$ cat src/rtl/immediate_gen.sv
// Registered RV64I immediate generator: decodes the opcode to an encoding format and
// assembles the sign-extended 64-bit immediate, presented one clock after acceptance.
module immediate_gen (
  input  logic        clk,
  input  logic        rst_n,
  input  logic [31:0] instruction,
  input  logic        in_valid,
  output logic [63:0] out,
  output logic        out_valid,
  output logic [2:0]  fmt,
  output logic        illegal
);

  typedef enum logic [2:0] {
    FmtR   = 3'd0,
    FmtI   = 3'd1,
    FmtS   = 3'd2,
    FmtB   = 3'd3,
    FmtU   = 3'd4,
    FmtJ   = 3'd5,
    FmtUnk = 3'd7
  } fmt_e;

  logic [6:0]  w_opcode;
  logic        w_sign;
  fmt_e        w_fmt;
  logic        w_illegal;
  logic [63:0] w_imm;

  logic [63:0] r_out;
  logic        r_out_valid;
  logic [2:0]  r_fmt;
  logic        r_illegal;

  assign w_opcode = instruction[6:0];
  assign w_sign   = instruction[31];

  // Only the major opcode selects the format; funct3 and register fields are ignored.
  always_comb begin
    w_fmt     = FmtUnk;
    w_illegal = 1'b1;
    unique case (w_opcode)
      7'b0000011, 7'b0010011, 7'b0011011,
      7'b1100111, 7'b0001111, 7'b1110011: begin
        w_fmt     = FmtI;
        w_illegal = 1'b0;
      end
      7'b0100011: begin
        w_fmt     = FmtS;
        w_illegal = 1'b0;
      end
      7'b1100011: begin
        w_fmt     = FmtB;
        w_illegal = 1'b0;
      end
      7'b0110111, 7'b0010111: begin
        w_fmt     = FmtU;
        w_illegal = 1'b0;
      end
      7'b1101111: begin
        w_fmt     = FmtJ;
        w_illegal = 1'b0;
      end
      7'b0110011, 7'b0111011: begin
        w_fmt     = FmtR;
        w_illegal = 1'b0;
      end
      default: begin
        w_fmt     = FmtUnk;
        w_illegal = 1'b1;
      end
    endcase
  end

  always_comb begin
    w_imm = 64'd0;
    unique case (w_fmt)
      FmtI: w_imm = {{52{w_sign}}, instruction[31:20]};
      FmtS: w_imm = {{52{w_sign}}, instruction[31:25], instruction[11:7]};
      FmtB: w_imm = {{51{w_sign}}, instruction[31], instruction[7], instruction[30:25],
                     instruction[11:8], 1'b0};
      FmtU: w_imm = {{32{w_sign}}, instruction[31:12], 12'd0};
      FmtJ: w_imm = {{43{w_sign}}, instruction[31], instruction[19:12], instruction[20],
                     instruction[30:21], 1'b0};
      default: w_imm = 64'd0;
    endcase
  end

  // Payload holds its last value while idle; only the valid flag follows in_valid.
  always_ff @(posedge clk or negedge rst_n) begin
    if (!rst_n) begin
      r_out       <= 64'd0;
      r_out_valid <= 1'b0;
      r_fmt       <= 3'd0;
      r_illegal   <= 1'b0;
    end else begin
      r_out_valid <= in_valid;
      if (in_valid) begin
        r_out     <= w_imm;
        r_fmt     <= w_fmt;
        r_illegal <= w_illegal;
      end
    end
  end

  assign out       = r_out;
  assign out_valid = r_out_valid;
  assign fmt       = r_fmt;
  assign illegal   = r_illegal;

endmodule

$ cat config.mk
export PLATFORM = sky130hd
export DESIGN_NAME = immediate_gen
export DESIGN_NICKNAME = d
export VERILOG_FILES = /design/src/rtl/immediate_gen.sv
export SDC_FILE = /design/constraint.sdc
export NUM_CORES = 1
export LEC_CHECK = 0
export BUFFER_PORTS_ARGS = -buffer_cell sky130_fd_sc_hd__buf_2
export CORE_MARGIN = 2
export CORE_UTILIZATION = 35
export CTS_BUF_LIST = sky130_fd_sc_hd__clkbuf_4 sky130_fd_sc_hd__clkbuf_8
export DETAILED_ROUTE_END_ITERATION = 7
export PLACE_DENSITY = 0.66
export SETUP_SLACK_MARGIN = 0.1
export SLEW_MARGIN = 20
export SYNTH_ARGS = -nofsm -noshare
export SYNTH_HDL_FRONTEND = slang
export SYNTH_SLANG_ARGS = --single-unit
$ cat constraint.sdc
create_clock -name clk -period 1.59 [get_ports clk]
set_clock_uncertainty 0.05 [all_clocks]
set_input_delay 0.0795 -clock clk [delete_from_list [all_inputs] [get_ports clk]]
set_output_delay 0.0795 -clock clk [all_outputs]
set_load 0.02 [all_outputs]
* Yosys cells after proc, flatten, opt, wreduce, memory -nomap -nowiden
Cells that the tools add are included.
** Cells by class
- Reductions and logical operators :: 4
- Multiplexer cells :: 3
- Eq/ne operators :: 18
** Operators by type and width (count)
- case mux 64 bit (5 select lines) :: 1
- == test 7 x 6 -> 1 bit, second input constant :: 4
- == test 7 bit, second input constant :: 4
- == test 7 x 5 -> 1 bit, second input constant :: 3
- case mux 3 bit (6 select lines) :: 1
- OR reduction 13 bit :: 1
- == test 7 x 2 -> 1 bit, second input constant :: 1
- == test 7 x 4 -> 1 bit, second input constant :: 1
- == test 3 x 2 -> 1 bit, second input constant :: 2
- == test 3 bit, second input constant :: 2
- OR reduction 6 bit :: 1
- OR reduction 2 bit :: 2
- == test 3 x 1 -> 1 bit, second input constant :: 1
- two-way mux 1 bit :: 1
** Word-level totals
- Logic and storage cells :: 29
- Flip-flop bits (word level) :: 69
- Output and inout port bits :: 69

* Depth between registers and ports, before layout
Gate-level depths: netlist of run 1.
- Depth after elaboration :: 5
- Depth in mapped cells :: 7
- Depth with buffers taken out :: 5

* Least setup slack after synthesis of run 1
Ideal clock, no wire load.
- Path type :: in2reg
- Start point :: input instruction[6]
- End point :: register r_out[12], in the netlist out[12]
- Library setup time :: 0.067 ns
- Stages on the path :: 6
- Path slack :: 0.278 ns
- Path buffers :: 1
- Data required time :: 1.473 ns
- Arrival :: 1.195 ns
- Path through :: buf_6 or2_1 a21oi_2 o21ai_2 a311oi_4 a221o_1
** Between the ends
- Cells in the longest elaborated chain, start to end :: 5
- Elaborated cells between the ends (all ways) :: 23
- Those cells by class :: eq/ne (18); mux (2); reduce/logical (3)
** RTL lines
- start, declared :: line 6 : input logic [31:0] instruction,
- == test 7 x 2 -> 1 bit, or another cell as far along :: line 42 : unique case (w_opcode)
- OR reduction 6 bit, or another cell as far along
- case mux 3 bit (6 select lines) * :: line 42
- == test 3 bit, or another cell as far along :: line 77 : unique case (w_fmt)
- case mux 64 bit (5 select lines) * :: line 77
- end signal, assigned :: line 99 : r_out <= w_imm;
- end, declared :: line 30 : logic [63:0] r_out;
Every way passes the cells marked *; elsewhere a longest branch is shown, timed or not.
A chain may end at the register's enable or synchronous reset.

* Final worst setup path of run 1
- Start point :: input instruction[2]
- End point :: register r_fmt[0], in the netlist fmt[0]
** Between the ends
- Cells in the longest elaborated chain, start to end :: 3
- Elaborated cells between the ends (all ways) :: 17
- Those cells by class :: eq/ne (13); mux (1); reduce/logical (3)
** RTL lines
- == test 7 x 2 -> 1 bit, or another cell as far along :: line 42
- OR reduction 6 bit, or another cell as far along
- case mux 3 bit (6 select lines) * :: line 42
- end signal, assigned :: line 100 : r_fmt <= w_fmt;
- end, declared :: line 32 : logic [2:0] r_fmt;
Marked as above.

==> impl_metrics.toml, run 1 <==
[min_path]
worstHoldPathType = "in2reg"
min-delay-start = "instruction[31]"
min_delay_path_depth = 3
worst_hold_path.endpoint = "out[62]"

[placement]
gp_routability_congestion = 0.889
placement.setup.worst_slack_ps = 31.8
place_inst = 357
placement.io_buffers = 103
hpwl_detailed_um = 3920

[synth]
postSynthAreaPerCell_um2 = 10.0
postSynthCellCount = 210
synth_area_um2 = 2100
synth-main-ff-cell = "dfrtp_1"
synth-async-reset-ratio_pct = 100
post_synth_edffs = 0
ys_seq_area_share_pct = 44.0
yosysWarningCount = 0
synthesis.nets = 245
ys_ff_latch = 37
synth_cell_types = 44

[cells_and_area]
post_route_cells_drive_above_1_share_pct = 44.4
post_layout_nets = 340
n_antenna_cell = 0
seq_area_um2 = 926
area_growth_from_synthesis_to_layout_pct = 31.7
multiInputGateArea_um2 = 836
fillCellCount = 529
layout_commonest_cell = "buf_2"
mostFrequentLayoutCells = "buf_2, dfrtp_1, o2bb2ai_1"
layoutNonFillerInstCount = 381

[die]
dieWidth_um = 81.5
core_um2 = 5850
floorplan.initialDensity_pct = 36.0
pin_count = 104
core.rowCount = 28
die_area_um2 = 6650
fp.dieH_um = 81.5

[sta]
timing.setup.tns_ps = 0
post-route-min-period_ps = 1280
layout_worst_path_cycle_share_pct = 80.7
fin_ws_ps = 307
fmaxAchievable_ghz = 0.779
finalHoldViolations = 0
slew_viol_final = 0
unrepaired_setup_endpoints_after_global_routing = "no"
tightest_slew_ps = 577
relSlewSlack_pct = 61.3
finalSetupViolCount = 0

[drt]
route.antenna.remaining_nets = 0
vias = 1985
routed_wire_length_per_instance_um = 14.9
detail_route.drc_violations = 0
detail_route.iter0.violations = 134
vias_per_cell = 5.21
drt_pass1_iterations = 4
route.final.wire_length_um = 5680

[cts]
cts_tree = "built"
htree_num_levels = 2
postCtsSetupRepairBufs = 0
clock_tree.root_cell = "clkbuf_8"
tritoncts_num_sinks = 37
numCtsBuffers = 5
clk_pin_slew_worst_paths_ps = 70
buffer_depth_of_the_longest_clock_path = 2
clk-insertion-delay-late_ps = 290

[global_route]
via_count_of_the_first_global_routing_pass = 1799
grt_pass1_wl_um = 8530
groute.usage.overall_pct = 16.8
overflow_after_grt = 0
number_of_antenna_violations_at_the_first_check_in_global_routing = 0
grt_max_degree = 38

[setup_path]
criticalPathCategory = "in2reg"
path_max_fanout = 15
cp_cell_sequence = "buf_2 -> nor2_1 -> buf_4 -> nand2_1 -> a2111oi_0 -> buf_4 -> nor2_1"
reg_to_reg_slack_setup_ps = 690
cp.required_ps = 1720
cpMaxStageDelayCell = "a2111oi_0"
reg2reg_to = "out[16]"
worst-r2r-cell-count = 1
timing.critical_path.from_type = "input pin"
worst_path_arrival_time_ps = 1420
endpoint_kind = "register"
slowest_delay_ps = 510
critical-path-top-delay-family = "buffers and inverters"
path_depth = 7
critPathBufInv = 3
worst_r2r_startpoint = "out[16]"

[job]
number_of_max_cap_violations = 0

[power]
switching_share_pct = 29.1
p_per_area_nw_per_um2 = 720
power_report.internal_total_mw = 1.42
power_frac_clock_pct = 32.2
comb_power_share_pct = 19.2
leakagePower_nw = 1.43
total_power_mw = 2.00
p_switching_mw = 0.581
max-vdd-ir-drop_uv = 489
seq_power_share_pct = 48.6

[status]
status = "complete, no violations"
-- state kept, by name, indices dropped and copies added (netlist names) --
register and count:
illegal 1, fmt 3, out_valid 1, out 32
-- area by class of cell --
cell class | count | area share, %
sequential | 37 | 33.4
timing repair buffer | 135 | 29.2
multi-input combinational | 120 | 30.1
tap | 75 | 3.38
inverter | 6 | 0.812
clock inverter | 3 | 0.632
clock buffer | 5 | 2.48
-- stage by stage --
step	utilization, %	hold WS (ps)	area [µm²]
2_1_floorplan	-	-266	2100
3_3_place_gp	43.2	98.3	2530
3_5_place_dp	43.2	103	2530
4_1_cts	47.4	8.73	2770
5_1_grt	47.4	38.6	2770
6_report	47.4	13.1	2770
-- per-layer routing --
| metal | wire, µm | track usage (%) |
|---|---|---|
| met1 | 2400 | 21.8 |
| met5 | 0 | 0 |
| met2 | 2700 | 26.6 |
| met3 | 430 | 4.07 |
| met4 | 148 | 7.80 |
-- worst max-delay path by stage --
stage	start	to	slack [ps]
final	instruction[2]	fmt[0]	310
after global routing	instruction[2]	fmt[0]	140
after CTS	instruction[2]	fmt[0]	330
after detailed placement	instruction[2]	fmt[0]	30
after global placement	instruction[2]	fmt[0]	30
after floorplan	instruction[6]	out[12]	280
-- power groups by stage --
stage	logic [mW]	registers, mW	clock network, mW
5_1_grt	0.419	0.973	0.704
3_3_place_gp	0.352	0.989	0
4_1_cts	0.382	0.971	0.661
6_report	0.383	0.971	0.643
3_5_place_dp	0.352	0.989	0
2_1_floorplan	0.198	1.02	0
-- cells in the mapped netlist, types with 5 or more instances --
| master | instances | share of area (%) |
|---|---|---|
| a21oi_1 | 15 | 3.6 |
| a221o_1 | 8 | 3.8 |
| a22o_1 | 6 | 2.5 |
| a31oi_1 | 6 | 1.8 |
| buf_2 | 7 | 1.7 |
| buf_4 | 34 | 12 |
| clkbuf_1 | 5 | 0.89 |
| dfrtp_1 | 37 | 44 |
| inv_1 | 5 | 0.89 |
| nand2_1 | 12 | 2.1 |
| nor2_1 | 9 | 1.6 |
| nor2b_1 | 5 | 1.5 |
| o21ai_0 | 5 | 1.2 |
| o2bb2ai_1 | 17 | 7.1 |
-- repair_timing --
action	in CTS	in global routing
hold buffers	16	0
resized for setup	0	0
endpoints found under the hold margin	52	0
setup endpoints to repair	0	0
-- cells by family (layout without fill, tap and decap cells) --
kind of cell	after synthesis	count (layout)	synth area share, %
AO/OA/AOI/OAI	78	78	29.3
buffers and inverters	53	149	16.3
flip-flops	37	37	44.0
AND/OR/NAND/NOR	42	42	10.5
Power figures use the tool's default switching activity.
==> run 2, diff against run 1 <==
--- a/config.mk
+++ b/config.mk
@@ -10,7 +10,7 @@
 export CORE_UTILIZATION = 35
 export CTS_BUF_LIST = sky130_fd_sc_hd__clkbuf_4 sky130_fd_sc_hd__clkbuf_8
 export DETAILED_ROUTE_END_ITERATION = 7
-export PLACE_DENSITY = 0.66
+export PLACE_DENSITY = 0.68
 export SETUP_SLACK_MARGIN = 0.1
 export SLEW_MARGIN = 20
 export SYNTH_ARGS = -nofsm -noshare
==> constraint.sdc (replaced) <==
create_clock -name clk -period 1.1 [get_ports clk]
set_clock_uncertainty 0.05 [all_clocks]
set_input_delay 0.055 -clock clk [delete_from_list [all_inputs] [get_ports clk]]
set_output_delay 0.055 -clock clk [all_outputs]
set_load 0.02 [all_outputs]
==> impl_metrics.toml, run 2 (synthesis results as in run 1) <==
[status]
status = "complete, but fails checks"
violations = "hold timing, setup timing"

[power]
max-vdd-ir-drop_uv = 851
leakagePower_nw = 1.87
p_switching_mw = 1.00
p_per_area_nw_per_um2 = 948
power_report.internal_total_mw = 2.70
switching_share_pct = 27.1
comb_power_share_pct = 24.1
seq_power_share_pct = 37.9
power_frac_clock_pct = 37.9

[setup_path]
endpoint_kind = "primary output"
criticalPathCategory = "reg2out"
worst_path_arrival_time_ps = 1120
worst_r2r_startpoint = "out[8]"
reg2reg_to = "out[8]"
timing.critical_path.from_type = "register"
reg_to_reg_slack_setup_ps = 170
path_max_fanout = 17
cp-startpoint = "out[62]"
endpoint = "out[31]"
cp.required_ps = 1000
worst-r2r-cell-count = 2

[sta]
finalSetupViolCount = 50
fmaxAchievable_ghz = 0.816
hold-worst-slack_ps = -2.75
fin_ws_ps = -125
unrepaired_setup_endpoints_after_global_routing = "yes"
tightest_slew_ps = 501
post-route-min-period_ps = 1220
relSlewSlack_pct = 66.6
slew_viol_final = 0
finalHoldViolations = 1
layout_worst_path_cycle_share_pct = 111

[cells_and_area]
layout.core_utilization_pct = 66.9
n_antenna_cell = 0
layout_commonest_cell = "buf_2"
post_layout_nets = 385
max_reg_flops = 32
area_growth_from_synthesis_to_layout_pct = 86.0
mostFrequentLayoutCells = "buf_2, buf_4, dfrtp_1"
fillCellCount = 381
post_route_cells_drive_above_1_share_pct = 68.1

[global_route]
via_count_of_the_first_global_routing_pass = 2233
groute.usage.overall_pct = 22.1
overflow_after_grt = 0
grt_pass1_wl_um = 11200
number_of_antenna_violations_at_the_first_check_in_global_routing = 0
grt_max_degree = 38

[placement]
gp_routability_congestion = 0.817
hpwl_detailed_um = 4220
placement.io_buffers = 103

[cts]
htree_num_levels = 2
clk-insertion-delay-late_ps = 290
numCtsBuffers = 5
clk_pin_slew_worst_paths_ps = 80
buffer_depth_of_the_longest_clock_path = 2
tritoncts_num_sinks = 37
clock_tree.root_cell = "clkbuf_8"
cts_tree = "built"

[drt]
top_layer_used = "met4"
routed_wire_length_per_instance_um = 19.3
drt-met1-wl_um = 3060
vias_per_cell = 5.54
met2RoutedLength_um = 4290
wl_met3_um = 517
drt_pass1_iterations = 5
route.final.wire_length_um = 8240
route.antenna.remaining_nets = 0
vias = 2360
detail_route.iter0.violations = 142
detail_route.drc_violations = 0

[min_path]
min-delay-start = "instruction[10]"
worstHoldPathType = "in2reg"

[die]
core_um2 = 5850
dieWidth_um = 81.5
core.rowCount = 28
fp.dieH_um = 81.5
floorplan.initialDensity_pct = 36.0
die_area_um2 = 6650
pin_count = 104

[job]
number_of_max_cap_violations = 0
==> run 2: worst min-delay path by stage <==
stage / endpoint / slack (ps) / depth (start not counted)
after floorplan: fmt[0] / -290 / 0
after global placement: out[19] / -20 / 2
after detailed placement: out[18] / -10 / 2
after CTS: out[24] / 0.04 / 3
after global routing: out[3] / 10 / 3
final: out[3] / -3 / 3
==> run 2: critical path: stages (launching register included) <==
cell	delay (ps)
dfrtp_4	520
buf_8	150
buf_2	160
==> run 2: power by group through the flow <==
stage          Sequential (mW)  Clock, mW  Combinational (mW)
6_report                  1.41       1.41               0.895
5_1_grt                   1.41       1.48               0.947
4_1_cts                   1.41       1.40               0.764
3_5_place_dp              1.43          0               0.569
3_3_place_gp              1.43          0               0.565
2_1_floorplan             1.47          0               0.302
==> run 2: cell type report <==
class / instances / area [µm²] / share of cell area, %
Timing Repair Buffer: 180 / 1410 / 36.1
Multi-Input combinational cell: 120 / 1320 / 33.7
Sequential cell: 37 / 930 / 23.8
Tap cell: 75 / 93.8 / 2.40
Clock buffer: 5 / 68.8 / 1.76
Clock inverter: 3 / 65.1 / 1.66
Inverter: 6 / 25.0 / 0.639
==> run 2: routing by layer <==
metal / vias to the layer above / GRT usage (%)
met1: 1136 / 26.7
li1: 1033 / -
met2: 152 / 38.5
met5: - / 0
met4: 0 / 8.81
met3: 39 / 4.40
==> run 2: metrics by stage <==
step,setup WS [ps],instances,TNS (ps),instance area [µm²],power [mW]
6_report,-125,426,-3930,3910,3.71
5_1_grt,-157,426,-5430,3910,3.84
4_1_cts,-85.7,417,-2780,3560,3.57
3_3_place_gp,-373,379,-11060,2730,2.00
2_1_floorplan,-102,210,-2650,2160,1.77
3_5_place_dp,-386,379,-12170,2730,2.00
==> run 2: repair_timing <==
| action | in CTS | in global routing |
|---|---|---|
| cloned | 3 | 1 |
| pin swaps | 28 | 33 |
| endpoints found under the setup margin | 68 | 69 |
| resized for setup | 90 | 57 |
| endpoints found under the hold margin | 52 | 0 |
| setup buffers | 12 | 10 |
| hold buffers | 16 | 0 |
==> run 3, diff against run 2 <==
--- a/config.mk
+++ b/config.mk
@@ -6,7 +6,7 @@
 export NUM_CORES = 1
 export LEC_CHECK = 0
 export BUFFER_PORTS_ARGS = -buffer_cell sky130_fd_sc_hd__buf_2
-export CORE_MARGIN = 2
+export CAP_MARGIN = 30
 export CORE_UTILIZATION = 35
 export CTS_BUF_LIST = sky130_fd_sc_hd__clkbuf_4 sky130_fd_sc_hd__clkbuf_8
 export DETAILED_ROUTE_END_ITERATION = 7
==> constraint.sdc (replaced) <==
create_clock -name clk -period 1.1 [get_ports clk]
set_clock_uncertainty 0.05 [all_clocks]
set_input_delay 0 -clock clk [delete_from_list [all_inputs] [get_ports clk]]
set_output_delay 0 -clock clk [all_outputs]
set_load 0.02 [all_outputs]
==> impl_metrics.toml, run 3 (synthesis results as in run 1) <==
[status]
status = "complete, but fails checks"
violations = "setup timing"

[sta]
finalSetupViolCount = 33
fin_ws_ps = -22.7
post-route-min-period_ps = 1120
relSlewSlack_pct = 62.6
slew_viol_final = 0
fmaxAchievable_ghz = 0.891
unrepaired_setup_endpoints_after_global_routing = "yes"
layout_worst_path_cycle_share_pct = 102
finalHoldViolations = 0
tightest_slew_ps = 561

[cells_and_area]
layout_commonest_cell = "buf_2"
n_antenna_cell = 0
layoutNonFillerInstCount = 423
max_reg_flops = 32
post_route_cells_drive_above_1_share_pct = 64.1
post_layout_nets = 385
mostFrequentLayoutCells = "buf_2, buf_4, dfrtp_1"
area_growth_from_synthesis_to_layout_pct = 83.2

[global_route]
overflow_after_grt = 0
via_count_of_the_first_global_routing_pass = 2027
number_of_antenna_violations_at_the_first_check_in_global_routing = 0
groute.usage.overall_pct = 21.3
grt_max_degree = 38
grt_pass1_wl_um = 10200

[drt]
top_layer_used = "met4"
route.antenna.remaining_nets = 0
detail_route.drc_violations = 0
vias = 2333
drt_pass1_iterations = 4
routed_wire_length_per_instance_um = 18.6
met2RoutedLength_um = 4000
vias_per_cell = 5.52
route.final.wire_length_um = 7870
drt-met1-wl_um = 3110
detail_route.iter0.violations = 191
wl_met3_um = 559

[power]
p_per_area_nw_per_um2 = 954
leakagePower_nw = 1.84
max-vdd-ir-drop_uv = 979
total_power_mw = 3.68

[die]
fp.dieH_um = 79.5
pin_count = 104
floorplan.initialDensity_pct = 37.3
core.rowCount = 27
core_um2 = 5640
dieWidth_um = 79.5
die_area_um2 = 6330

[setup_path]
worst_r2r_startpoint = "out[14]"
cp_cell_sequence = "buf_2"
criticalPathCategory = "reg2out"
cpMaxStageDelayCell = "dfrtp_4"
path_max_fanout = 34
reg2reg_to = "out[14]"
critPathBufInv = 1
timing.critical_path.from_type = "register"
critical-path-top-delay-family = "flip-flops"
reg_to_reg_slack_setup_ps = 210
slowest_delay_ps = 580
worst_path_arrival_time_ps = 1070
worst-r2r-cell-count = 1
endpoint_kind = "primary output"
cp.required_ps = 1050

[placement]
hpwl_detailed_um = 4110
placement.io_buffers = 103
place_inst = 375
gp_routability_congestion = 0.898

[cts]
buffer_depth_of_the_longest_clock_path = 2
clock_tree.root_cell = "clkbuf_8"
htree_num_levels = 2
cts_tree = "built"
tritoncts_num_sinks = 37
numCtsBuffers = 5
clk_pin_slew_worst_paths_ps = 70
clk-insertion-delay-late_ps = 290

[min_path]
min-delay-start = "instruction[20]"
worst_hold_path.endpoint = "out[0]"
min_delay_path_depth = 3
worstHoldPathType = "in2reg"

[job]
number_of_max_cap_violations = 0
-- run 3: metal layers --
metal,GRT usage [%],vias up
li1,-,1034
met1,27.4,1135
met2,36.1,140
met3,3.54,24
met4,7.09,0
met5,0,-
-- run 3: worst max-delay path by stage --
stage | startpoint | to | cells past startpoint
floorplan | instruction[6] | out[12] | 6
global placement | instruction[2] | fmt[0] | 6
detailed placement | instruction[2] | fmt[0] | 6
CTS | out[62] | out[43] | 1
global route | out[62] | out[41] | 1
finish | out[62] | out[43] | 1
-- run 3: timing repair --
item,4_1_cts,5_1_grt
hold buffers,26,0
pin swaps,17,24
buffers inserted,7,4
gates cloned,1,2
setup endpoints to repair,60,65
resized for setup,54,63
endpoints found under the hold margin,68,0
-- run 3: area by class of cell --
type | count | area, µm²
Clock buffer | 5 | 68.8
Tap cell | 72 | 90.1
Timing Repair Buffer | 180 | 1320
Multi-Input combinational cell | 120 | 1360
Inverter | 6 | 25.0
Fill cell | 378 | 1790
Clock inverter | 3 | 65.1
Sequential cell | 37 | 930
-- run 3: power by group --
group | leakage (nW) | internal, mW | switching [mW]
Combinational | 1.28 | 0.386 | 0.463
Clock | 0.0681 | 0.901 | 0.519
Sequential | 0.492 | 1.39 | 0.0228
Total | 1.84 | 2.68 | 1.01
-- run 3: stage by stage --
stage / hold slack [ps] / util, % / instance area [µm²] / worst slack, ps / TNS (ps)
after floorplan: -346 / - / 2160 / -47.4 / -1000
after global placement: -74.6 / 47.9 / 2700 / -362 / -8620
after detailed placement: -74.7 / 47.9 / 2700 / -385 / -10220
after CTS: 11.8 / 60.7 / 3420 / -38.9 / -1230
after global routing: 58.6 / 68.4 / 3860 / -105 / -3320
final: 55.7 / 68.4 / 3860 / -22.7 / -711
